[config.mk]
export PLATFORM = sky130hd
export DESIGN_NAME = mmio_bus_ctrl
export DESIGN_NICKNAME = d
export VERILOG_FILES = /design/src/rtl/mmio_bus_ctrl.sv
export SDC_FILE = /design/constraint.sdc
export NUM_CORES = 1
export LEC_CHECK = 0
export BUFFER_PORTS_ARGS = -buffer_cell sky130_fd_sc_hd__buf_4
export CORE_ASPECT_RATIO = 1.4
export CORE_UTILIZATION = 44
export DETAILED_ROUTE_END_ITERATION = 12
export PLACE_DENSITY = 0.79
export REMOVE_ABC_BUFFERS = 1
export SYNTH_ARGS = -nofsm -noshare
export SYNTH_HDL_FRONTEND = slang
export SYNTH_SLANG_ARGS = --single-unit
[constraint.sdc]
create_clock -name clk -period 1.75 [get_ports clk]
set_input_delay 0.175 -clock clk [delete_from_list [all_inputs] [get_ports clk]]
set_output_delay 0.175 -clock clk [all_outputs]
set_load 0.005 [all_outputs]
[src/rtl/mmio_bus_ctrl.sv]
// MMIO bus controller: decodes a CPU access onto one of N_DEV slots and runs a registered
// strobe/ack transaction. Optional ACCESS timeout is enabled by defining MMIO_TIMEOUT_EN.
module mmio_bus_ctrl #(
    parameter int                       ADDR_W   = 32,
    parameter int                       DATA_W   = 32,
    parameter int                       N_DEV    = 3,
    parameter int                       SEL_LO   = 8,
    parameter int                       SEL_W    = 8,
    parameter logic [N_DEV*SEL_W-1:0]   DEV_PAGE = {8'h09, 8'h08, 8'h00},
    parameter int                       TIMEOUT  = 15
) (
    input  logic                      clk,
    input  logic                      rst_n,
    input  logic                      req,
    input  logic                      we,
    input  logic [ADDR_W-1:0]         addr,
    input  logic [DATA_W-1:0]         wdata,
    output logic [DATA_W-1:0]         rdata,
    output logic                      ready,
    output logic                      err,
    output logic [N_DEV-1:0]          dev_we,
    output logic [N_DEV-1:0]          dev_re,
    output logic [ADDR_W-1:0]         dev_addr,
    output logic [DATA_W-1:0]         dev_wdata,
    input  logic [N_DEV*DATA_W-1:0]   dev_rdata,
    input  logic [N_DEV-1:0]          dev_ack
);

    localparam int IDX_W = (N_DEV > 1) ? $clog2(N_DEV) : 1;

    typedef enum logic [1:0] {
        S_IDLE   = 2'd0,
        S_ACCESS = 2'd1,
        S_RESP   = 2'd2
    } state_t;

    if (N_DEV < 1 || N_DEV > 8 || TIMEOUT < 1) begin : g_bad_cfg
        $error("mmio_bus_ctrl: N_DEV must be 1..8 and TIMEOUT at least 1");
    end

    state_t              r_state;
    logic [IDX_W-1:0]    r_sel;
    logic                r_we;

    logic [SEL_W-1:0]    w_page;
    logic                w_hit;
    logic [IDX_W-1:0]    w_sel;
    logic [N_DEV-1:0]    w_onehot;
    logic                w_ack;
    logic                w_expire;
    logic [DATA_W-1:0]   w_rdata_sel;

    assign w_page = addr[SEL_LO +: SEL_W];

    // Scan from the top slot down so the lowest matching index is the one kept.
    always_comb begin
        w_hit = 1'b0;
        w_sel = '0;
        for (int i = N_DEV - 1; i >= 0; i--) begin
            if (w_page == DEV_PAGE[i*SEL_W +: SEL_W]) begin
                w_hit = 1'b1;
                w_sel = IDX_W'(i);
            end
        end
    end

    always_comb begin
        w_onehot    = '0;
        w_ack       = 1'b0;
        w_rdata_sel = '0;
        for (int i = 0; i < N_DEV; i++) begin
            if (w_sel == IDX_W'(i)) begin
                w_onehot[i] = 1'b1;
            end
            if (r_sel == IDX_W'(i)) begin
                w_ack       = dev_ack[i];
                w_rdata_sel = dev_rdata[i*DATA_W +: DATA_W];
            end
        end
    end

`ifdef MMIO_TIMEOUT_EN
    localparam int CNT_W = ($clog2(TIMEOUT + 1) < 4) ? 4 : $clog2(TIMEOUT + 1);

    logic [CNT_W-1:0] r_cnt;

    // Expire on the TIMEOUT-th unacknowledged ACCESS cycle; an ack in that cycle still wins.
    assign w_expire = (r_cnt == CNT_W'(TIMEOUT - 1));

    always_ff @(posedge clk or negedge rst_n) begin
        if (!rst_n) begin
            r_cnt <= '0;
        end else if (r_state == S_ACCESS && !w_ack) begin
            r_cnt <= r_cnt + 1'b1;
        end else begin
            r_cnt <= '0;
        end
    end
`else
    assign w_expire = 1'b0;
`endif

    always_ff @(posedge clk or negedge rst_n) begin
        if (!rst_n) begin
            r_state   <= S_IDLE;
            r_sel     <= '0;
            r_we      <= 1'b0;
            rdata     <= '0;
            ready     <= 1'b0;
            err       <= 1'b0;
            dev_we    <= '0;
            dev_re    <= '0;
            dev_addr  <= '0;
            dev_wdata <= '0;
        end else begin
            ready <= 1'b0;
            case (r_state)
                S_IDLE: begin
                    if (req) begin
                        dev_addr  <= addr;
                        dev_wdata <= wdata;
                        r_we      <= we;
                        if (w_hit) begin
                            r_sel   <= w_sel;
                            dev_we  <= we ? w_onehot : '0;
                            dev_re  <= we ? '0 : w_onehot;
                            r_state <= S_ACCESS;
                        end else begin
                            rdata   <= '0;
                            err     <= 1'b1;
                            ready   <= 1'b1;
                            r_state <= S_RESP;
                        end
                    end
                end
                S_ACCESS: begin
                    if (w_ack) begin
                        rdata   <= r_we ? '0 : w_rdata_sel;
                        err     <= 1'b0;
                        ready   <= 1'b1;
                        dev_we  <= '0;
                        dev_re  <= '0;
                        r_state <= S_RESP;
                    end else if (w_expire) begin
                        rdata   <= '0;
                        err     <= 1'b1;
                        ready   <= 1'b1;
                        dev_we  <= '0;
                        dev_re  <= '0;
                        r_state <= S_RESP;
                    end
                end
                S_RESP: begin
                    r_state <= S_IDLE;
                end
                default: begin
                    r_state <= S_IDLE;
                end
            endcase
        end
    end

endmodule
======== Word-level counts from Yosys, hierarchy flattened ========
Index checks and enable logic that the tools add are counted.
Widths: inputs -> output; s select.
storage, ports and cells
  input bits .............................. 167
  output and inout bits ................... 104
  logic and storage cells ................. 72
  register bits ........................... 109
cells by class
  eq/ne operators ......................... 11
  muxes and demuxes ....................... 41
  reduce and logical (&&, ||, !) cells .... 10
operator list
  operator            count
  $mux 32             7
  $pmux 32 s2         1
  $mux 3              7
  $eq 8x4->1 const B  2
  $mux 1              15
  $mux 2              6
  $pmux 3 s2          2
  $logic_not 8->1     1
  $ne 2x2->1 const B  4
  $reduce_and 4->1    2
  $eq 2x1->1 const B  3
  $logic_not 2->1     3
  $eq 2x2->1 const B  2
  $pmux 1 s2          2
  $pmux 2 s2          1
  $reduce_and 2->1    2
  $reduce_and 3->1    1
  $reduce_bool 2->1   1

======== Depth between registers and ports, before layout ========
  word-level depth ........................ 10
  gate-level depth with buffers ........... 7
  depth with buffers taken out ............ 4

======== Least setup slack after synthesis ========
No wires, ideal clock.
  kind .................................... register to register
  start ................................... register r_state[0]
  end ..................................... register dev_addr[10]
  required time ........................... 1.625 ns
  clock period less this slack ............ 1.569 ns
  arrival ................................. 1.445 ns
  setup time .............................. 0.125 ns
  path slack .............................. 0.181 ns
  cell stages (with the launch flop) ...... 5
  buffers on the path ..................... 2
  path through ............................ dfrtp_1 > nor3b_2 > buf_4 > buf_2 > mux2_2
between the ends
  longest elaborated chain between the ends .. 2
RTL lines
  item                               line  text
  start, declared                    41    state_t r_state;
  start signal, assigned             105   r_state <= S_IDLE;
  start signal, assigned             127   r_state <= S_ACCESS;
  start signal, assigned             132   r_state <= S_RESP;
  $logic_not 2->1                    117   case (r_state)
  $reduce_and 2->1 (no source line)  n/a
  end signal, assigned               120   dev_addr <= addr;
  end, declared                      23    output logic [ADDR_W-1:0] dev_addr,
No other way between the ends.
A chain may end at the register's enable or synchronous reset.

======== Worst setup path after layout ========
  start ................................... register r_sel[0]
  end ..................................... register rdata[22]
between the ends
  longest elaborated chain between the ends .. 7
  elaborated cells between the ends (all ways) .. 14
  those cells by class .................... eq/ne: 3; mux: 9; reduce/logical: 2
RTL lines
  item                    line  text
  start, declared         42    logic [IDX_W-1:0] r_sel;
  start signal, assigned  124   r_sel <= w_sel;
  $logic_not 2->1         75    if (r_sel == IDX_W'(i)) begin
  $mux 32 (3 in series)   75
  $mux 32                 138   rdata <= r_we ? '0 : w_rdata_sel;
  $mux 32                 137   if (w_ack) begin
  $pmux 32 s2             117
  end signal, assigned    138
  end, declared           18    output logic [DATA_W-1:0] rdata,
Several ways; a longest one is shown, not always the timed one. The select of a mux whose other input is x is not followed.

==> metrics <==
vias per cell=between 5 and 6; Synth Area in Simple Gates=roughly 5.2%; adder-cell share of the synthesized area=0%; routability-driven placement congestion ratio=roughly 0.8; GR Layer Usage met2=44.54%; xor and xnor area share after synthesis=0%; clk slew on worst S/H paths=around 70 ps; CTS tree=yes; Crit Path Max Fanout=18; Most Crowded Layer GR=met2; met1 usage=between 20 and 30%; Root Buffer=clkbuf_16; Final Hold Fails=0; htree depth=3; final core utilization=71.06%; Diodes inserted=0; Setup-failing EPs final=0; yosys warns=0; proportion of synthesized area in mux cells=between 20 and 25%; gr usage total=between 20% and 30%; top-count cell post-synth=dfrtp_1; power per cell area=a little under 900 nW/um^2; count of pins over their slew limit=0; maxcap violations=0; share of cells above drive strength 1=58.09%; Max clock buf depth=2; worst hold slack=about 54 ps; routed vias=about 4200; RSZ-0062 raised after global routing=true; # DRC=0; Syn Std Cell Area=between 4000 and 5000 um^2; clk_lat worst skew=around 350 ps; Die H=125.7 um; Die W=roughly 90 um; RR Startpoint=r_sel[0]$_DFFE_PN0P_; top_reg_cell synth=dfrtp_1; vias in the first global route=4411; Synth Area in Compound Gates=12.46%; post-synth top area share=between 50% and 60%; gr ovfl total=0; Core Footprint=10520 um^2; most area-hungry cell type in the Yosys netlist=dfrtp_1; measured slew at the worst slew-check pin=about 700 ps; Yosys cell types=26; Pwr Total=about 6500 uW; Setup Skew=~5.7 ps; Final #Nets=roughly 810; initial antenna violation count=0; ys async rst share=100.0%; Top Ports=between 200 and 300; CP Launch Type=flop; RR Endpoint=rdata[22]$_DFFE_PN0P_; CTS buffer count=9; Routed Antenna Nets=0; Post-synth top cells=109 x dfrtp_1, 65 x mux2_2, 39 x nand2_1; IO buf count=270; Area Growth Syn to Fin=55.32%; fin crit share=98.50%; initial core utilization=45.75%; Post-synth EDFFs=0; clk sink count=109; sequential share of the synthesized area=between 50% and 60%; Avg Cell Area, Syn=between 10 and 15 um^2; Tmin final=between 1500 and 2000 ps; Rel. slew slack=53.08%; r2r setup slk=about 26 ps; critical path class=flop to flop; dpl hpwl=about 11000 um; M3 GR Usage=under 10%; Fmax achieved=580.2 MHz; area of the die=11360 um^2; total wire length=about 15000 um; Cells after Synth=371; largest net degree at the start of global routing=between 40 and 50; Leakage=~0.0035 uW; setup TNS=0 ps; wire per inst=~19 um; CP endpoint kind=flop; main combinational cell family by area after synthesis=multiplexers; placed cell count=between 700 and 800; global-route wire length before repair=between 20000 and 25000 um; ranking of synthesized cells by area=dfrtp_1 57%, mux2_2 15%, a32o_1 7.9%; status=complete, no violations; R2R depth=6; row count=44; drt pass-1 iters=4; critical path data arrival time=~2000 ps; Setup crit end=rdata[22]$_DFFE_PN0P_; Max rail drop VDD=0.5445 mV; Yosys reg bits=between 100 and 150; fin cells=787; Crit. Startpoint=r_sel[0]$_DFFE_PN0P_; Worst Hold Class=primary input to flop; Initial DRC Count=231; CP required=1980 ps
## state kept, by name (all words and copies together), names as in the netlist, 2 cells and up
register   cells
dev_addr      32
dev_wdata     32
rdata         32
dev_re         3
dev_we         3
r_sel          2
r_state        2
## where the power goes
group / leakage, uW / internal, uW / switching (uW)
registers: 0.00137 / 2780 / 145
clock network: 0.000163 / 1330 / 883
logic: 0.00198 / 844 / 483
## layer usage
| layer | share of wire (%) | vias up |
|---|---|---|
| li1 | - | 1921 |
| met1 | 35 | 1999 |
| met2 | 51 | 219 |
| met3 | 9.8 | 33 |
| met4 | 3.9 | 0 |
| met5 | 0 | - |
## per-stage QoR
stage                     area, um^2  worst slack [ps]
after floorplan                 4648             -3314
after global placement          7054            -69.79
after detailed placement        7054            -63.08
after CTS                       7440            -8.920
after global routing            7472            -26.99
final                           7472             26.31
## worst min-delay path by stage
stage                        start                        to  slack, ps  cells past startpoint
after floorplan              rst_n   dev_addr[0]$_DFFE_PN0P_       -120                      0
after global placement       rst_n  dev_addr[25]$_DFFE_PN0P_        100                      1
after detailed placement     rst_n  dev_addr[25]$_DFFE_PN0P_        110                      1
after CTS                  addr[8]      r_sel[0]$_DFFE_PN0P_         40                      2
after global routing      addr[31]  dev_addr[31]$_DFFE_PN0P_         50                      2
final                      addr[8]      r_sel[0]$_DFFE_PN0P_         50                      2
## what timing repair did
action	4_1_cts	5_1_grt
gates cloned	1	0
resized for setup	2	6
buffers inserted	1	1
endpoints found under the setup margin	38	38
hold buffers	1	0
pin swaps	1	2
endpoints found under the hold margin	23	0
## worst max-delay path, stage by stage (launching register included)
cell and delay, ps:
dfrtp_2 450, buf_12 180, mux2i_1 140, o21ai_2 220, nand3_2 160, buf_6 190
a32o_1 260
## logic make-up after synthesis
kind of cell	after synthesis
buffers and inverters	31
multiplexers	98
AND/OR/NAND/NOR	54
flip-flops	109
AO/OA/AOI/OAI	79
## layout by cell type (no fill, tap or decap), types with 2 or more instances in the layout
| cell type | instances |
|---|---|
| a21oi_1 | 3 |
| a32o_1 | 38 |
| buf_12 | 6 |
| buf_4 | 280 |
| buf_6 | 3 |
| bufinv_16 | 2 |
| clkbuf_16 | 9 |
| clkbuf_8 | 2 |
| clkinv_2 | 2 |
| dfrtp_1 | 108 |
| inv_1 | 2 |
| mux2_2 | 65 |
| mux2i_1 | 33 |
| nand2_1 | 39 |
| nand3_1 | 2 |
| nand3b_1 | 2 |
| nand4_1 | 2 |
| nor2_1 | 2 |
| nor3b_4 | 2 |
| o21ai_0 | 33 |
## cell type report
| cell class | count | area, um^2 |
|---|---|---|
| clock buffer | 12 | 256.5 |
| clock inverter | 4 | 70.07 |
| fill | 769 | 3043 |
| inverter | 2 | 7.507 |
| multi-input combinational | 231 | 1938 |
| sequential | 109 | 2729 |
| tap | 138 | 172.7 |
| timing repair buffer | 291 | 2298 |
Note: power is estimated with default switching activity, not from simulation.
